$ cat src/rtl/segway_pkg.sv
// Shared Segway definitions: A2D scheduler state encoding, default ADC channel map
// and the SPI command-word builder used by the A2D scheduler.
package segway_pkg;

  typedef enum logic [1:0] {
    IDLE,
    XFER1,
    GAP,
    XFER2
  } a2d_state_t;

  localparam logic [2:0] A2D_CH_LFT   = 3'd0;
  localparam logic [2:0] A2D_CH_RGHT  = 3'd4;
  localparam logic [2:0] A2D_CH_STEER = 3'd5;
  localparam logic [2:0] A2D_CH_BATT  = 3'd6;
  localparam int         A2D_TMO_CYC  = 2048;

  // ADC128S control word: the channel address sits in bits [13:11], everything else zero.
  function automatic logic [15:0] a2d_cmd(input logic [2:0] chnl);
    return {2'b00, chnl, 11'h000};
  endfunction

endpackage

$ cat src/rtl/a2d_scheduler.sv
// Round-robin A2D scheduler: each nxt runs an address frame and a data frame on the
// shared SPI monarch and stores the 12-bit result of the addressed channel.
module a2d_scheduler
  import segway_pkg::*;
#(
  parameter logic [2:0] CH_LFT   = A2D_CH_LFT,
  parameter logic [2:0] CH_RGHT  = A2D_CH_RGHT,
  parameter logic [2:0] CH_STEER = A2D_CH_STEER,
  parameter logic [2:0] CH_BATT  = A2D_CH_BATT,
  parameter int         TMO_CYC  = A2D_TMO_CYC
) (
  input  logic        clk,
  input  logic        rst,
  input  logic        nxt,
  output logic        wrt,
  output logic [15:0] cmd,
  input  logic        done,
  input  logic [15:0] rd_data,
  output logic [11:0] lft_ld,
  output logic [11:0] rght_ld,
  output logic [11:0] steer_pot,
  output logic [11:0] batt,
  output logic        vld,
  output logic        busy,
  output logic        err
);

  localparam int            TW       = $clog2(TMO_CYC);
  localparam logic [TW-1:0] TMO_LAST = TW'(TMO_CYC - 1);

  a2d_state_t    state_q;
  logic [1:0]    rr_q, rr_d;
  logic [TW-1:0] tmo_q, tmo_d;
  logic [15:0]   cmd_q, cmd_d;
  logic          wrt_q, vld_q, busy_q, err_q;
  logic [11:0]   lft_q, rght_q, steer_q, batt_q;
  logic          tmo_hit;
  logic          unused_rd;

  always_comb begin
    cmd_d = a2d_cmd(CH_LFT);
    case (rr_q)
      2'd0: cmd_d = a2d_cmd(CH_LFT);
      2'd1: cmd_d = a2d_cmd(CH_RGHT);
      2'd2: cmd_d = a2d_cmd(CH_STEER);
      2'd3: cmd_d = a2d_cmd(CH_BATT);
    endcase
  end

  assign rr_d      = rr_q + 2'd1;
  assign tmo_d     = tmo_q + TW'(1);
  assign tmo_hit   = (tmo_q == TMO_LAST);
  // The ADC only drives a 12-bit result; the top nibble of the frame carries no data.
  assign unused_rd = ^rd_data[15:12];

  always_ff @(posedge clk) begin
    if (rst) begin
      state_q <= IDLE;
      rr_q    <= 2'd0;
      tmo_q   <= '0;
      cmd_q   <= 16'h0000;
      wrt_q   <= 1'b0;
      vld_q   <= 1'b0;
      busy_q  <= 1'b0;
      err_q   <= 1'b0;
      lft_q   <= 12'h000;
      rght_q  <= 12'h000;
      steer_q <= 12'h000;
      batt_q  <= 12'h000;
    end else begin
      wrt_q <= 1'b0;
      vld_q <= 1'b0;
      err_q <= 1'b0;
      case (state_q)
        IDLE: begin
          if (nxt) begin
            cmd_q   <= cmd_d;
            wrt_q   <= 1'b1;
            busy_q  <= 1'b1;
            tmo_q   <= '0;
            state_q <= XFER1;
          end
        end
        XFER1: begin
          if (done) begin
            state_q <= GAP;
          end else if (tmo_hit) begin
            err_q   <= 1'b1;
            busy_q  <= 1'b0;
            state_q <= IDLE;
          end else begin
            tmo_q <= tmo_d;
          end
        end
        // One dead cycle lets SS_n rise between frames; cmd_q is reused unchanged.
        GAP: begin
          wrt_q   <= 1'b1;
          tmo_q   <= '0;
          state_q <= XFER2;
        end
        XFER2: begin
          if (done) begin
            case (rr_q)
              2'd0: lft_q   <= rd_data[11:0];
              2'd1: rght_q  <= rd_data[11:0];
              2'd2: steer_q <= rd_data[11:0];
              2'd3: batt_q  <= rd_data[11:0];
            endcase
            vld_q   <= 1'b1;
            rr_q    <= rr_d;
            busy_q  <= 1'b0;
            state_q <= IDLE;
          end else if (tmo_hit) begin
            err_q   <= 1'b1;
            busy_q  <= 1'b0;
            state_q <= IDLE;
          end else begin
            tmo_q <= tmo_d;
          end
        end
        default: state_q <= IDLE;
      endcase
    end
  end

  assign wrt       = wrt_q;
  assign cmd       = cmd_q;
  assign vld       = vld_q;
  assign busy      = busy_q;
  assign err       = err_q;
  assign lft_ld    = lft_q;
  assign rght_ld   = rght_q;
  assign steer_pot = steer_q;
  assign batt      = batt_q;

endmodule

$ cat config.mk
export PLATFORM = sky130hd
export DESIGN_NAME = a2d_scheduler
export DESIGN_NICKNAME = d
export VERILOG_FILES = /design/src/rtl/segway_pkg.sv /design/src/rtl/a2d_scheduler.sv
export SDC_FILE = /design/constraint.sdc
export NUM_CORES = 1
export LEC_CHECK = 0
export BUFFER_PORTS_ARGS = -buffer_cell sky130_fd_sc_hd__buf_2
export CAP_MARGIN = 20
export CORE_MARGIN = 2
export CORE_UTILIZATION = 55
export DETAILED_ROUTE_END_ITERATION = 10
export PLACE_DENSITY_LB_ADDON = 0.05
export RECOVER_POWER = 25
export SLEW_MARGIN = 10
export SYNTH_ARGS = -nofsm -noshare
export SYNTH_HDL_FRONTEND = slang
export SYNTH_SLANG_ARGS = --single-unit
$ cat constraint.sdc
create_clock -name clk -period 4.55 [get_ports clk]
set_input_delay 0.455 -clock clk [delete_from_list [all_inputs] [get_ports clk]]
set_output_delay 0.455 -clock clk [all_outputs]
set_load 0.01 [all_outputs]
# Yosys cells after proc, flatten, opt, wreduce, memory -nomap -nowiden
# Index checks and enable logic that the tools add are counted.
# word_totals
reg_bits,83
latchBits,0
mem_bits_rw,0
mem_bits_ro,0
in_bits,20
output_inout_bits,68
word_cells,60
n_memories,0
# op_classes
n_addsub,2
mul,0
div,0
order_cmp,0
n_eq_ne,11
shift,0
n_mux,19
bitwise,2
n_reduce_logical,14
# op_table
operator,count
16-bit one-hot mux with 4 select lines,1
11-bit 2-to-1 mux,3
11-bit one-hot mux with 3 select lines,1
3-bit AND reduction,6
11-bit by 1-bit adder with 11-bit output (second input constant),1
11-bit equality test (second input constant),1
2-bit equality test (second input constant),4
2-bit 2-to-1 mux,4
2-bit inequality test (second input constant),4
2-bit one-hot mux with 4 select lines,1
1-bit 2-to-1 mux,7
2-bit by 1-bit equality test with 1-bit output (second input constant),2
2-bit zero test,2
2-bit AND reduction,2
2-bit OR reduction,2
1-bit one-hot mux with 3 select lines,1
3-bit nonzero test,1
3-bit OR reduction,1
2-bit by 1-bit adder with 2-bit output (second input constant),1
1-bit inverter,2
1-bit one-hot mux with 2 select lines,1

# Longest topological paths before layout
# Gate-level depths: netlist of run 1.
# logic_depth
word_depth,4
mapped_depth,8
depth_no_buf,6

# Worst setup path after synthesis of run 1
# Ideal clock, no wire load.
# synth_timing
kind,register -> register
startpoint,register state_q[1]
endpoint,register tmo_q[9]
setup_ps,70
arrival_time_ps,1663
t_required_ps,4480
setup_slack_ps,2817
stages_incl_launch_ff,8
path_buffers,1
period_less_slack_ps,1733
cell_sequence,dfxtp_1 -> inv_1 -> ha_1 -> buf_6 -> nor2_4 -> nor4_2 -> or4_1 -> a21oi_1
# synth_between
elab_chain_len,4
word_cells_on_any_way,10
cone_classes,6 x eq/ne; 1 x mux; 3 x reduce/logical
# synth_lines
item,line,rtl
start: declaration,a2d_scheduler.sv:31,a2d_state_t state_q;
start signal: assignment,a2d_scheduler.sv:58,state_q <= IDLE;
start signal: assignment,a2d_scheduler.sv:81,state_q <= XFER1;
start signal: assignment,a2d_scheduler.sv:86,state_q <= GAP;
2-bit equality test / 2-bit by 1-bit equality test with 1-bit output (equally long branches),a2d_scheduler.sv:74,case (state_q)
2-bit OR reduction (no source line),--,
2-bit inequality test (no source line),--,
3-bit AND reduction (no source line),--,
end signal: assignment,a2d_scheduler.sv:92,tmo_q <= tmo_d;
end signal: assignment,a2d_scheduler.sv:118,tmo_q <= tmo_d;
end: declaration,a2d_scheduler.sv:33,"logic [TW-1:0] tmo_q, tmo_d;"
# Several ways; a longest one is shown, not always the timed one.
# A chain may end at the register's enable or synchronous reset.

# Worst setup path after layout of run 1
# layout_timing
startpoint,register state_q[0]
endpoint,register tmo_q[9]
# The elaborated chain is that of the path after synthesis.

==> impl_metrics.py, run 1 <==
metrics = {
    "timing": {
        "max_freq_ghz": 0.4928,
        "drv_slew": 0,
        "setup_tns_ps": 0,
        "min_period_over_period_pct": 44.60,
        "rsz0062_at_grt": "no",
        "setup_viol": 0,
        "timing.final.crit_period_ps": 2029,
        "worst_slew_margin_rel_pct": 57.06,
        "hold_viol": 0,
        "finClkSkew_ps": 5.423,
        "tightest_slew_ps": 644.1,
    },
    "clock_network": {
        "clockBufferDepth": 2,
        "cts_tree": "built",
        "cts_root_buffer": "clkbuf_8",
        "cts_resized": 0,
        "cts_hold_buf": 0,
        "clock_latency_ps": 340,
        "numCtsBuffers": 9,
        "clock-sinks": 70,
        "clkSlewWorstSetupHoldPaths_ps": 70,
        "cts_max_level": 3,
        "postCtsSetupRepairBufs": 0,
    },
    "power_and_ir_drop": {
        "p_seq_share_pct": 46.5,
        "swShare_pct": 27.45,
        "power_frac_comb_pct": 14.7,
        "p_sw_mw": 0.3808,
        "p_leak_nw": 1.332,
        "p_int_mw": 1.007,
        "power_density_nw_per_um2": 395.5,
        "vdd_drop_max_v": 0.0003184,
        "p_clk_share_pct": 38.8,
    },
    "logic_synthesis": {
        "synth_top_flop_cell": "dfxtp_1",
        "yosys_register_bits": 70,
        "synth_edf_count": 0,
        "syn_avg_cell_area_um2": 8.018,
        "postSynth.asyncResetShare_pct": 0,
        "ys_seq_area_share_pct": 46.00,
        "synthCells": 380,
        "ys_warn_count": 0,
        "yosysUniqueCellTypes": 42,
        "syn_area_um2": 3047,
    },
    "finish": {
        "ff_latch_area_um2": 1401,
        "fin_nets": 469,
        "n_fill_cell": 509,
        "fin_cells": 516,
        "syn_to_final_growth_pct": 15.15,
        "multiInputGateArea_um2": 1455,
        "fin_area_um2": 3508,
        "utilization_pct": 64.50,
        "diodes": 0,
        "final_layout_size_suffix_gt1_share_pct": 14.86,
    },
    "critical_path": {
        "r2r_slack_ps": 2520,
        "reg2reg_depth": 6,
        "crit_fanout": 10,
        "cp.arrival_ps": 2290,
        "start_kind": "flip-flop",
        "required_ps": 4810,
        "startpoint": "state_q[0]",
        "r2r-end": "tmo_q[9]",
        "critPathCaptureType": "flip-flop",
        "r2r-start": "state_q[0]",
        "crit_type": "reg -> reg",
    },
    "placed_design": {
        "place_hpwl_mm": 4.777,
        "dpl-instance-area_um2": 3331,
        "dp_cells": 500,
        "gp_congestion": 0.8027,
        "port_buffers": 70,
    },
    "global_routing": {
        "grt_overflow": 0,
        "grt_pass1_wl_mm": 11.29,
        "grt_antenna_before_repair": 0,
        "grt_max_degree": 63,
        "grt_usage_pct": 23.45,
        "grt_pass1_vias": 2451,
    },
    "die": {
        "start_util_pct": 56.02,
        "die-height_um": 78.43,
        "die_area_um2": 6150,
        "die_w_um": 78.43,
        "core_area_um2": 5439,
        "rows": 27,
        "ioPinCount": 88,
    },
    "hold_path": {
        "whs_endpoint": "lft_ld[5]",
        "holdCritStartpoint": "rd_data[5]",
        "holdPathStages": 3,
        "hold_class": "in -> reg",
    },
    "drt": {
        "num_vias": 2737,
        "routed_wl_mm": 6.946,
        "detail_route.first_pass.iterations": 4,
        "drc_errors": 0,
        "routedWlPerCell_um": 13.46,
        "drtIter0Drc": 118,
        "via_per_inst": 5.304,
        "ant_nets": 0,
    },
    "job": {
        "drv_cap": 0,
    },
    "run_status": {
        "status": "finished clean",
    },
}
-- stage by stage --
stage	setup WS [ps]	hold slack, ps	power [mW]
after floorplan	2817	478.1	0.8334
after global placement	2600	437.9	0.8605
after detailed placement	2568	443.0	0.8631
after CTS	2527	379.7	1.398
after global routing	2307	384.8	1.453
final	2521	388.4	1.388
-- cell usage after synthesis, types with 2 or more instances --
library cell | count | area share [%]
dfxtp_1 | 70 | 46
and2_1 | 3 | 0.62
o31ai_1 | 4 | 0.99
o211ai_1 | 2 | 0.49
nand4_2 | 3 | 1.2
buf_2 | 5 | 0.82
or4_1 | 4 | 0.99
buf_4 | 13 | 3.2
nand2_1 | 116 | 14
ha_1 | 10 | 4.1
nand3_1 | 11 | 1.8
mux2i_1 | 2 | 0.66
o21ai_0 | 5 | 0.82
buf_6 | 3 | 1.1
inv_1 | 7 | 0.86
nor3_1 | 5 | 0.82
a21oi_1 | 63 | 10
or3_1 | 3 | 0.62
and3_1 | 5 | 1.0
a31oi_1 | 2 | 0.41
clkbuf_1 | 14 | 1.7
nor2_1 | 10 | 1.2
-- layer usage --
layer | vias up | share of wire [%] | track usage [%]
met5 | - | 0 | 0
met1 | 1277 | 45 | 28.19
met2 | 66 | 49 | 40.69
met3 | 13 | 4.2 | 4.483
li1 | 1381 | - | -
met4 | 0 | 1.5 | 10.53
-- cells in the final DEF, fill, tap and decap left out, drive strengths merged --
cell type  Yosys  routed
nand2        116     116
a311o          1       1
o221ai         1       1
nand4          4       4
nor3           5       5
a21o           1       1
and2           3       3
xnor2          1       1
o21ba          1       1
o31a           1       1
inv            7       7
a31oi          2       2
and3           5       5
buf           21      42
o211a          1       1
o21ai          7       7
dfxtp         70      70
o31ai          5       5
o211ai         2       2
a21oi         63      63
nor2          11      11
nand3         11      11
conb           1      13
or3            3       3
nand2b         1       1
a2111o         1       1
nor4           2       2
ha            10      10
nor2b          1       1
or4            4       4
mux2i          2       2
nor4b          1       1
bufinv         0       2
and4           1       1
clkinv         0       3
clkbuf        14      39
clkinvlp       0       1
-- area by class of cell --
type | instances | area share (%)
clock buffers | 10 | 3.638
flip-flops and latches | 70 | 39.94
inverters | 7 | 0.7489
multi-input cells | 280 | 41.48
repair buffers | 71 | 9.165
well taps | 72 | 2.568
clock inverters | 6 | 2.461
-- power by group through the flow --
stage	clock (mW)	sequential [mW]	combinational (mW)
after floorplan	0	0.661	0.172
after global placement	0	0.658	0.203
after detailed placement	0	0.659	0.204
after CTS	0.548	0.644	0.206
after global routing	0.576	0.648	0.229
final	0.538	0.645	0.204
-- logic make-up after synthesis --
logic type	after synthesis	share of synthesized area, %
fa+ha+maj	10	4.107
simple gates	168	25.01
other cells	1	0.1231
mux	2	0.6571
flops	70	46.00
compound gates	86	16.10
buf+inv	42	7.721
xor+xnor	1	0.2875
-- flip-flops by register name, summed over array words and instances (netlist names) --
register,flops
batt,12
lft_ld,12
rght_ld,12
steer_pot,12
tmo_q,11
cmd,3
rr_q,2
state_q,2
busy,1
err,1
vld,1
wrt,1
-- how the worst max path moves through the flow --
stage               slack [ps]       end  depth (start not counted)
floorplan                 2820  tmo_q[9]                          7
global placement          2600  tmo_q[8]                          6
detailed placement        2570  tmo_q[6]                          6
CTS                       2530  tmo_q[9]                          6
global route              2310  tmo_q[9]                          6
finish                    2520  tmo_q[9]                          6
-- critical path, stage by stage (launching register included) --
cell	delay, ps
dfxtp_1	390
inv_1	100
ha_1	300
nand2b_1	310
nand4_2	200
or4_1	500
a21oi_1	160
No activity file was read; power rests on OpenSTA's default activity.
==> run 2, diff against run 1 <==
--- a/config.mk
+++ b/config.mk
@@ -5,10 +5,11 @@
 export SDC_FILE = /design/constraint.sdc
 export NUM_CORES = 1
 export LEC_CHECK = 0
+export ABC_AREA = 1
 export BUFFER_PORTS_ARGS = -buffer_cell sky130_fd_sc_hd__buf_2
 export CAP_MARGIN = 20
 export CORE_MARGIN = 2
-export CORE_UTILIZATION = 55
+export CORE_UTILIZATION = 51
 export DETAILED_ROUTE_END_ITERATION = 10
 export PLACE_DENSITY_LB_ADDON = 0.05
 export RECOVER_POWER = 25
==> constraint.sdc (replaced) <==
create_clock -name clk -period 2.1 [get_ports clk]
set_input_delay 0.21 -clock clk [delete_from_list [all_inputs] [get_ports clk]]
set_output_delay 0.21 -clock clk [all_outputs]
set_load 0.01 [all_outputs]
==> run 2 against run 1 <==
Critical path depth did not move; via count shrank 0.62%; clock power grew 100%; fmax increased by 11%; setup slack lost 2200 ps; cell count up 3.1%; design area about the same; first-iteration DRC count is 33% higher; sequential share of layout area hardly changed; core utilization down 4.2 points; die area rose by 6.4%; combinational power up 5%; largest power group unchanged.
==> impl_metrics.py, run 2 <==
metrics = {
    "die": {
        "ioPinCount": 88,
        "die-height_um": 80.89,
        "die_area_um2": 6543,
        "rows": 28,
        "die_w_um": 80.89,
        "start_util_pct": 51.85,
        "core_area_um2": 5816,
    },
    "finish": {
        "final_layout_size_suffix_gt1_share_pct": 15.10,
        "diodes": 0,
        "fin_area_um2": 3506,
        "ff_latch_area_um2": 1401,
        "utilization_pct": 60.28,
        "layout_commonest_cell": "nand2_1",
        "multiInputGateArea_um2": 1383,
        "syn_to_final_growth_pct": 16.27,
        "layout_common_cells": "83 x nand2_1, 70 x dfxtp_1, 64 x a21oi_1",
        "fin_nets": 482,
        "fin_cells": 532,
        "n_fill_cell": 589,
    },
    "logic_synthesis": {
        "synth_top_area_share_pct": 46.47,
        "yosysMostFrequentCell": "nand2_1",
        "synth.area.mux_share_pct": 0,
        "synth_top_flop_cell": "dfxtp_1",
        "yosys_register_bits": 70,
        "synth_common_cells": "83 x nand2_1, 70 x dfxtp_1, 64 x a21oi_1, 55 x nand3_1",
        "synth_edf_count": 0,
        "ys_warn_count": 0,
        "syn_avg_cell_area_um2": 7.792,
        "synth-simple-area-share_pct": 26.14,
        "postSynth.asyncResetShare_pct": 0,
        "synthCells": 387,
        "yosysUniqueCellTypes": 30,
        "synth_top_family_by_area": "simple AND/OR/NAND/NOR gates",
        "ys_seq_area_share_pct": 46.47,
        "yosys.area_share.adder_pct": 4.149,
        "synth-xor-area-share_pct": 0.5809,
        "syn_area_um2": 3015,
        "synth-compound-area-share_pct": 13.36,
        "synth.area.top_cells": "dfxtp_1 46%, a21oi_1 11%, nand2_1 10%",
        "synth_top_area_cell": "dfxtp_1",
    },
    "hold_path": {
        "holdPathStages": 2,
        "holdCritStartpoint": "done",
        "whs_endpoint": "err",
        "hold_class": "in -> reg",
    },
    "power_and_ir_drop": {
        "p_leak_nw": 1.363,
        "vdd_drop_max_v": 0.0004466,
        "power_density_nw_per_um2": 763.9,
        "p_total_mw": 2.678,
    },
    "critical_path": {
        "crit_type": "reg -> reg",
        "r2r-end": "batt[2]",
        "r2r-start": "state_q[1]",
        "reg2reg_depth": 6,
        "crit_fanout": 17,
        "required_ps": 2300,
        "cp.arrival_ps": 2020,
        "r2r_slack_ps": 280,
        "start_kind": "flip-flop",
        "critPathCaptureType": "flip-flop",
    },
    "clock_network": {
        "cts_max_level": 3,
        "clockBufferDepth": 2,
        "cts_root_buffer": "clkbuf_8",
        "cts_resized": 0,
        "clkSlewWorstSetupHoldPaths_ps": 70,
        "clock_latency_ps": 350,
        "cts_hold_buf": 0,
        "cts_tree": "built",
        "postCtsSetupRepairBufs": 0,
        "clock-sinks": 70,
        "numCtsBuffers": 9,
    },
    "global_routing": {
        "use_met3_pct": 5.667,
        "grt_pass1_wl_mm": 11.21,
        "grt.met2_usage_pct": 36.03,
        "grt_overflow": 0,
        "grt_max_degree": 58,
        "grt_pass1_vias": 2329,
        "busiest_layer": "met2",
        "grt_usage_pct": 22.67,
        "grt_antenna_before_repair": 0,
        "met1_usage_pct": 29.73,
    },
    "timing": {
        "min_period_over_period_pct": 86.72,
        "finClkSkew_ps": 8.366,
        "tightest_slew_ps": 614.0,
        "setup_viol": 0,
        "timing.final.crit_period_ps": 1821,
        "setup_tns_ps": 0,
        "worst_slew_margin_rel_pct": 59.06,
        "drv_slew": 0,
        "max_freq_ghz": 0.5491,
        "hold_viol": 0,
        "rsz0062_at_grt": "no",
    },
    "placed_design": {
        "dp_cells": 516,
        "place_hpwl_mm": 4.928,
        "dpl-instance-area_um2": 3344,
        "port_buffers": 70,
        "gp_congestion": 0.8001,
    },
    "drt": {
        "ant_nets": 0,
        "routed_wl_mm": 7.363,
        "num_vias": 2720,
        "drc_errors": 0,
        "routedWlPerCell_um": 13.84,
        "drtIter0Drc": 157,
        "detail_route.first_pass.iterations": 4,
        "via_per_inst": 5.113,
    },
    "job": {
        "drv_cap": 0,
    },
    "run_status": {
        "status": "finished clean",
    },
}
## run 2: cell types whose count changed after synthesis, moves of 5 or more
cell and delta:
and3_1 -5, inv_1 +12, nand2_1 -33, nand3_1 +44
nor2_1 +9, nor3_1 -5, o21ai_0 +6
## run 2: final cells by class
cell class,instances,area share (%)
Timing Repair Buffer,75,9.957
Multi-Input combinational cell,275,39.44
Inverter,21,2.248
Clock buffer,12,4.425
Clock inverter,4,1.285
Tap cell,75,2.677
Sequential cell,70,39.97
## run 2: worst max-delay path by stage
stage | from | end | cells past startpoint
3_3_place_gp | state_q[1] | steer_pot[4] | 6
2_1_floorplan | state_q[0] | tmo_q[4] | 10
4_1_cts | state_q[1] | batt[2] | 6
6_report | state_q[1] | batt[2] | 6
5_1_grt | state_q[1] | batt[2] | 6
3_5_place_dp | state_q[1] | batt[2] | 6
## run 2: report_power, final
group,internal (mW),switching [mW],leakage [nW]
registers,1.35,0.0152,0.565
clock network,0.608,0.492,0.106
logic,0.0613,0.154,0.691
total,2.02,0.661,1.36
## run 2: worst max-delay path, cell delays in order, from the launching register on
cell	delay [ps]
dfxtp_1	430
ha_1	250
nand2_1	160
inv_2	260
nand2_1	330
nand2_1	180
a21oi_1	70
## run 2: logic make-up (layout without fill, tap and decap cells)
kind of cell    Yosys count  in the layout
simple gates            171            171
compound gates           79             79
flops                    70             70
buf+inv                  54            112
fa+ha+maj                10             10
xor+xnor                  2              2
other cells               1             13
## run 2: layer usage
metal	up-vias	part of all wire, %
li1	1386	-
met1	1242	45
met2	83	47
met3	9	7.1
met4	0	1.5
met5	-	0
## run 2: stage by stage
stage | hold slack (ps) | setup WS [ps]
CTS | 62.74 | 291.0
finish | 80.84 | 278.8
detailed placement | 427.3 | 314.3
floorplan | 287.9 | 612.4
global placement | 433.2 | 346.1
global route | 74.24 | 73.54
==> run 3, diff against run 2 <==
--- a/config.mk
+++ b/config.mk
@@ -9,7 +9,7 @@
 export BUFFER_PORTS_ARGS = -buffer_cell sky130_fd_sc_hd__buf_2
 export CAP_MARGIN = 20
 export CORE_MARGIN = 2
-export CORE_UTILIZATION = 51
+export CORE_UTILIZATION = 29
 export DETAILED_ROUTE_END_ITERATION = 10
 export PLACE_DENSITY_LB_ADDON = 0.05
 export RECOVER_POWER = 25
==> run 3 against run 2 <==
Global-route usage down 7.2 points; combinational power is 5% higher; fmax up 3.7%; design area grew 3.8%; register-to-register slack better by 60 ps; sequential share of layout area decreased by 1.5 points; first-iteration DRC count decreased by 47%; count of clock-buffer cells in the layout shrank 2; sequential power barely moved.
==> impl_metrics.py, run 3 (same netlist as run 2, synthesis figures left out) <==
metrics = {
    "run_status": {
        "status": "finished clean",
    },
    "critical_path": {
        "start_kind": "flip-flop",
        "cp_top_family": "simple AND/OR/NAND/NOR gates",
        "reg2reg_depth": 10,
        "crit_chain": "inv_1 > ha_1 > inv_1 > nor2_1 > inv_1 > nand2_2 > nand2_4 > o21ai_0 > o21ai_1 > nor2_1",
        "r2r_slack_ps": 340,
        "slowest_delay_ps": 410,
        "critPathCaptureType": "flip-flop",
        "crit_slowest_cell": "dfxtp_1",
        "crit_path_frequent_cell": "inv_1",
        "cp.arrival_ps": 1960,
        "crit_type": "reg -> reg",
        "cp.depth": 10,
        "crit_fanout": 14,
        "required_ps": 2300,
        "cp_num_buf_inv": 3,
        "r2r-end": "tmo_q[0]",
        "startpoint": "state_q[0]",
        "crit_end": "tmo_q[0]",
        "r2r-start": "state_q[0]",
    },
    "drt": {
        "num_vias": 2722,
        "via_per_inst": 4.552,
        "drtIter0Drc": 83,
        "routed_wl_mm": 8.500,
        "drc_errors": 0,
        "ant_nets": 0,
        "routedWlPerCell_um": 14.21,
        "detail_route.first_pass.iterations": 4,
    },
    "die": {
        "core_area_um2": 10230,
        "die_w_um": 106.0,
        "die-height_um": 106.0,
        "rows": 37,
        "start_util_pct": 29.47,
        "die_area_um2": 11230,
        "ioPinCount": 88,
    },
    "timing": {
        "hold_viol": 0,
        "setup_tns_ps": 0,
        "worst_slew_margin_rel_pct": 57.12,
        "min_period_over_period_pct": 83.66,
        "timing.final.crit_period_ps": 1757,
        "drv_slew": 0,
        "finClkSkew_ps": 12.02,
        "tightest_slew_ps": 643.2,
        "max_freq_ghz": 0.5692,
        "rsz0062_at_grt": "no",
        "setup_viol": 0,
    },
    "placed_design": {
        "dpl-instance-area_um2": 3458,
        "gp_congestion": 0.7597,
        "place_hpwl_mm": 5.691,
        "port_buffers": 70,
        "dp_cells": 582,
    },
    "clock_network": {
        "cts_max_level": 3,
        "postCtsSetupRepairBufs": 0,
        "cts_tree": "built",
        "cts_root_buffer": "clkbuf_8",
        "clock-sinks": 70,
        "cts_hold_buf": 0,
        "clkSlewWorstSetupHoldPaths_ps": 80,
        "clockBufferDepth": 2,
        "clock_latency_ps": 340,
        "cts_resized": 0,
        "numCtsBuffers": 9,
    },
    "finish": {
        "n_fill_cell": 1121,
        "fin_cells": 598,
        "fin_area_um2": 3640,
        "fin_nets": 487,
        "ff_latch_area_um2": 1401,
        "final_layout_size_suffix_gt1_share_pct": 16.02,
        "diodes": 0,
        "layout_common_cells": "83 x nand2_1, 70 x dfxtp_1, 64 x a21oi_1",
        "syn_to_final_growth_pct": 20.71,
        "multiInputGateArea_um2": 1383,
        "layout_commonest_cell": "nand2_1",
    },
    "power_and_ir_drop": {
        "vdd_drop_max_v": 0.0003424,
        "p_leak_nw": 1.385,
        "power_density_nw_per_um2": 773.5,
    },
    "global_routing": {
        "grt_usage_pct": 15.44,
        "grt_antenna_before_repair": 0,
        "grt_overflow": 0,
        "grt_max_degree": 58,
        "grt_pass1_vias": 2578,
        "grt_pass1_wl_mm": 13.34,
    },
    "hold_path": {
        "hold_class": "in -> reg",
    },
    "job": {
        "drv_cap": 0,
    },
}
-- run 3: cell count changes in the layout (fill, tap and decap cells not counted), sizes merged --
cell,before,now
buf,44,49
bufinv,1,2
clkbuf,43,41
clkinv,4,1
clkinvlp,0,2
inv,20,22
-- run 3: worst min-delay path by stage --
stage          startpoint   to  cells after the start
6_report             done  err                      2
5_1_grt              done  err                      2
4_1_cts              done  err                      2
3_5_place_dp         done  err                      2
3_3_place_gp         done  err                      2
2_1_floorplan        done  err                      1
-- run 3: routing by layer --
| metal | vias up | part of all wire (%) | track usage (%) |
|---|---|---|---|
| met5 | - | 0 | 0 |
| met1 | 1256 | 47 | 20.27 |
| li1 | 1393 | - | - |
| met3 | 4 | 4.6 | 4.047 |
| met2 | 69 | 48 | 25.30 |
| met4 | 0 | 0.52 | 3.947 |
-- run 3: report_power, final --
| group | internal, mW | switching, mW | total (mW) |
|---|---|---|---|
| logic | 0.0648 | 0.161 | 0.226 |
| registers | 1.35 | 0.0155 | 1.36 |
| clock network | 0.678 | 0.549 | 1.23 |
| total | 2.09 | 0.726 | 2.82 |
-- run 3: layout make-up --
cell class	instances	share of cell area (%)
tap	136	4.675
sequential	70	38.50
clock inverter	6	2.544
multi-input combinational	275	37.99
inverter	21	2.166
timing repair buffer	80	10.62
clock buffer	10	3.506
-- run 3: metrics by stage --
stage	total power, mW	worst slack [ps]	hold WS (ps)	utilization [%]
2_1_floorplan	1.551	612.4	287.9	-
3_3_place_gp	1.624	351.6	435.3	33.80
3_5_place_dp	1.623	359.3	433.7	33.80
4_1_cts	2.869	325.9	57.23	35.95
5_1_grt	2.949	182.8	86.54	35.58
6_report	2.815	343.1	80.31	35.58
